<file path="config.mk">
export PLATFORM = sky130hd
export DESIGN_NAME = bank_router
export DESIGN_NICKNAME = d
export VERILOG_FILES = /design/src/rtl/router_pkg.sv /design/src/rtl/bank_router_ptr.sv /design/src/rtl/bank_router.sv
export SDC_FILE = /design/constraint.sdc
export NUM_CORES = 1
export LEC_CHECK = 0
export ABC_AREA = 1
export BUFFER_PORTS_ARGS = -buffer_cell sky130_fd_sc_hd__buf_2
export CORE_AREA = 10 10 400 402
export CTS_CLUSTER_DIAMETER = 200
export CTS_CLUSTER_SIZE = 24
export DETAILED_ROUTE_END_ITERATION = 10
export DIE_AREA = 0 0 410 412
export GPL_ROUTABILITY_DRIVEN = 0
export PLACE_DENSITY = 0.31
export SYNTH_ARGS = -nofsm -noshare
export SYNTH_HDL_FRONTEND = slang
export SYNTH_SLANG_ARGS = --single-unit
</file>
<file path="constraint.sdc">
create_clock -name clk -period 14.05 [get_ports clk]
set_input_delay 1.405 -clock clk [delete_from_list [all_inputs] [get_ports clk]]
set_output_delay 1.405 -clock clk [all_outputs]
set_load 0.1 [all_outputs]
</file>
<file path="src/rtl/router_pkg.sv">
// Shared constants, bank index type and wrap helper for the data-router bank selector.
package router_pkg;

  localparam int unsigned DW    = 8;
  localparam int unsigned NBANK = 3;
  localparam int unsigned BUFW  = 32;
  localparam int unsigned BW    = $clog2(NBANK);

  typedef logic [BW-1:0] bank_idx_t;

  // Wrapped increment of a bank index over nbank banks.
  function automatic int unsigned next_bank(input int unsigned idx, input int unsigned nbank);
    return (idx >= nbank - 1) ? 0 : idx + 1;
  endfunction

endpackage

</file>
<file path="src/rtl/bank_router_ptr.sv">
// Rotating bank pointer: load (clamped to a valid bank) takes priority over advance,
// and a load with advance in the same cycle steps past the loaded value.
module bank_router_ptr #(
  parameter int unsigned NBANK = router_pkg::NBANK,
  localparam int unsigned BW = $clog2(NBANK)
) (
  input  logic          clk,
  input  logic          rst,
  input  logic          load,
  input  logic          advance,
  input  logic [BW-1:0] load_val,
  output logic [BW-1:0] ptr
);
  import router_pkg::*;

  logic [BW-1:0] base;
  logic [BW-1:0] ptr_next;

  always_comb begin
    base     = ptr;
    ptr_next = ptr;
    if (load) begin
      base = (32'(load_val) < NBANK) ? load_val : '0;
    end
    ptr_next = base;
    if (advance) begin
      ptr_next = BW'(next_bank(32'(base), NBANK));
    end
  end

  always_ff @(posedge clk or posedge rst) begin
    if (rst) begin
      ptr <= '0;
    end else begin
      ptr <= ptr_next;
    end
  end

endmodule

</file>
<file path="src/rtl/bank_router.sv">
// One-stage valid/ready bank selector: routes one of NBANK line-buffer rows to the PE feed.
// Optional internal rotating bank pointer enabled by defining BANK_ROUTER_ROTATE_EN.
module bank_router #(
  parameter int unsigned DW    = router_pkg::DW,
  parameter int unsigned NBANK = router_pkg::NBANK,
  parameter int unsigned BUFW  = router_pkg::BUFW,
  localparam int unsigned BW   = $clog2(NBANK)
) (
  input  logic                                  clk,
  input  logic                                  rst,
  input  logic                                  in_valid,
  output logic                                  in_ready,
  input  logic [NBANK-1:0][BUFW-1:0][DW-1:0]    idata,
  input  logic [BW-1:0]                         bank_sel,
  input  logic                                  rot_en,
  input  logic                                  rot_load,
  output logic                                  out_valid,
  input  logic                                  out_ready,
  output logic [BUFW-1:0][DW-1:0]               odata,
  output logic [BW-1:0]                         obank,
  output logic                                  err
);

  logic          acc;
  logic [BW-1:0] eff;
  logic          in_range;

  // Output register may drain and refill in the same cycle.
  assign in_ready = !out_valid || out_ready;
  assign acc      = in_valid && in_ready;

`ifdef BANK_ROUTER_ROTATE_EN
  logic [BW-1:0] rot_ptr;

  bank_router_ptr #(
    .NBANK(NBANK)
  ) u_ptr (
    .clk      (clk),
    .rst      (rst),
    .load     (rot_load),
    .advance  (acc && rot_en),
    .load_val (bank_sel),
    .ptr      (rot_ptr)
  );

  // A load in the same cycle as a rotated beat routes that beat from bank_sel.
  assign eff = (rot_en && !rot_load) ? rot_ptr : bank_sel;
`else
  logic unused_rot;
  assign unused_rot = rot_en ^ rot_load;
  assign eff        = bank_sel;
`endif

  assign in_range = 32'(eff) < NBANK;

  // Out-of-range beats are still delivered, with zero data and err flagged.
  always_ff @(posedge clk or posedge rst) begin
    if (rst) begin
      out_valid <= 1'b0;
      odata     <= '0;
      obank     <= '0;
      err       <= 1'b0;
    end else if (acc) begin
      out_valid <= 1'b1;
      obank     <= eff;
      err       <= !in_range;
      odata     <= in_range ? idata[eff] : '0;
    end else if (out_ready) begin
      out_valid <= 1'b0;
    end
  end

endmodule
</file>
==> flow_summary.toml <==
[status]
run_status = "finished, final reports clean"

[placement]
port_buffers = 1034
place_ws_ns = 9.72
detailed_place_hpwl_um = 91400

[synthesis]
synth_warnings = 0
yosys.area.top_type_share = 0.402
synthXorXnorAreaFrac = 0
synth_top_family_by_area = "simple AND/OR/NAND/NOR gates"
netlist_area_mm2 = 0.0162
synthTopCellsByCount = "nand2_1, nand3_1, dfrtp_1, buf_2, buf_6"
muxShareOfSynthArea = 0
yosysTopAreaCell = "dfrtp_1"
synth_area_leaders = "dfrtp_1, nand2_1, nand3_1"
syn_inst = 2522
post_synth_fa_ha_maj_area_fraction = 0
synth_cell_types = 15
synth-simple-area-share = 0.516
synth_seq_cells = 260
synth-edff-count = 0
synth-seq-area-share = 0.402
syn_nets = 3298
syn_avg_cell_area_um2 = 6.42
ys.flop_type = "dfrtp_1"
synthArstFlopShare = 1.00
synth.most_common_cell = "nand2_1"
synth_compound_gate_area_share = 0.00193

[timing]
finalSetupViolCount = 0
rsz0062_at_grt = "false"
finalHoldViolCount = 0
worst_slew_pin_slew_ns = 0.993
final.setup_skew_ns = 0.0201
period_share = 0.262
tns_ns = 0
fin_crit_ns = 3.68
slew_viol_final = 0
setup_slack_ns = 10.37
relSlewSlack = 0.338
whs_ns = 0.483
max_freq_mhz = 272

[clock_network]
cts_buffers = 15
clockBufferDepth = 3
ctsHoldBuffers = 0
ctsHtreeMaxLevel = 1
clk_pin_slew_ns = 0.12
cts_resized = 0
clock_sinks = 260
clock_latency_ns = 0.55
cts_root_buf = "clkbuf_16"
post_cts_buffers = 0
cts_tree = "done"

[route]
vias = 19700
ant_nets = 0
drc = 0
via_per_inst = 3.62
wire_per_inst_um = 21.3
initialDrtViolationCount = 1305
drt-total-wl_um = 116000
drt_pass1_iterations = 6

[power]
power_leakage_nw = 13.0
irDropWorstVdd_mv = 0.0827
power_density_mw_per_mm2 = 128

[final_layout]
multi_input_area_mm2 = 0.00840
drive_above_1_share = 0.318
seq_area_mm2 = 0.00651
nFillCells = 18000
nets = 4174
area_growth_pct = 44.2

[die]
ios = 1037
start_util = 0.107
design.die.area_mm2 = 0.169
die_h_um = 412
row_count = 143
die-width_um = 410
coreArea_mm2 = 0.152

[critical_path]
crit_fanout = 55
worstSetupStartpointType = "input port"
crit_arrival_ns = 4.17
end_kind = "flop"
required_ns = 14.55
critical_path_class = "input port to flop"

[grt]
overflow = 0
grt_pass1_vias = 20400
grt_max_degree = 190
grt_util_all_layers = 0.128
grt_first_pass_wirelength_um = 158000
antenna_found_initial = 51

[hold_path]
hp-class = "flop to flop"

[run]
cap_violations = 0
[layer usage]
| metal | global-route usage | part of all wire | routed length (µm) | vias to the layer above |
|---|---|---|---|---|
| li1 | - | - | - | 9695 |
| met1 | 0.147 | 0.39 | 45600 | 9107 |
| met2 | 0.229 | 0.50 | 57700 | 701 |
| met3 | 0.0386 | 0.075 | 8750 | 148 |
| met4 | 0.0374 | 0.032 | 3720 | 46 |
| met5 | 0 | 0.0020 | 234 | - |
[cell type report]
class	count	share of cell area
sequential	260	0.279
clock buffer	15	0.0161
clock inverter	3	0.00252
tap	2030	0.109
antenna	14	0.00150
timing repair buffer	1057	0.230
inverter	5	0.00214
multi-input combinational	2059	0.360
[layout by cell type, fill, tap and decap left out]
cell type	instances
o21ai_1	1
a21oi_4	1
o21ai_0	2
nand3_1	512
inv_8	2
buf_8	2
inv_2	1
nand2_8	1
buf_2	1032
buf_4	22
nand2_2	1
nand2_1	1541
dfrtp_1	260
bufinv_16	1
diode_2	14
inv_1	1
inv_16	2
clkbuf_16	15
buf_12	1
inv_6	1
[critical path, cell delays in order]
cell	delay [ns]
buf_2	0.15
inv_2	0.06
a21oi_4	0.55
buf_4	0.67
buf_4	0.63
nand3_1	0.40
nand2_1	0.15
[through the flow]
stage / utilization / area (µm²) / cells / total power, W
5_1_grt: 0.154 / 23300 / 5435 / 0.00316
4_1_cts: 0.154 / 23300 / 5429 / 0.00309
6_report: 0.154 / 23300 / 5443 / 0.00300
3_5_place_dp: 0.151 / 22900 / 5411 / 0.00250
3_3_place_gp: 0.151 / 22900 / 5411 / 0.00250
2_1_floorplan: - / 16200 / 2522 / 0.00204
[sequential cells by signal, indices dropped and copies added (netlist names)]
| name | flops |
|---|---|
| odata | 256 |
| out_valid | 1 |
| err | 1 |
| obank | 2 |
[power by group]
group / switching (W) / leakage, nW / internal (W)
clock: 0.000324 / 0.213 / 0.000219
sequential: 0.0000596 / 3.23 / 0.000858
combinational: 0.00128 / 9.52 / 0.000257
total: 0.00166 / 13.0 / 0.00133
[final timing paths]
path | cells past startpoint | to | startpoint | slack [ns]
worst max-delay path | 7 | odata[178] | in_valid | 10.37
worst min-delay path | 2 | odata[221] | odata[221] | 0.48
worst max register to register | 5 | odata[178] | out_valid | 10.94
worst min register to register | 2 | odata[221] | odata[221] | 0.48
max in group asynchronous | 4 | odata[217] | rst | 11.18
min in group asynchronous | 2 | odata[161] | rst | 0.87
[logic make-up after synthesis]
logic type	Yosys count
compound gates	4
buf+inv	203
flops	260
simple gates	2055
(Power assumes the default switching activity.)
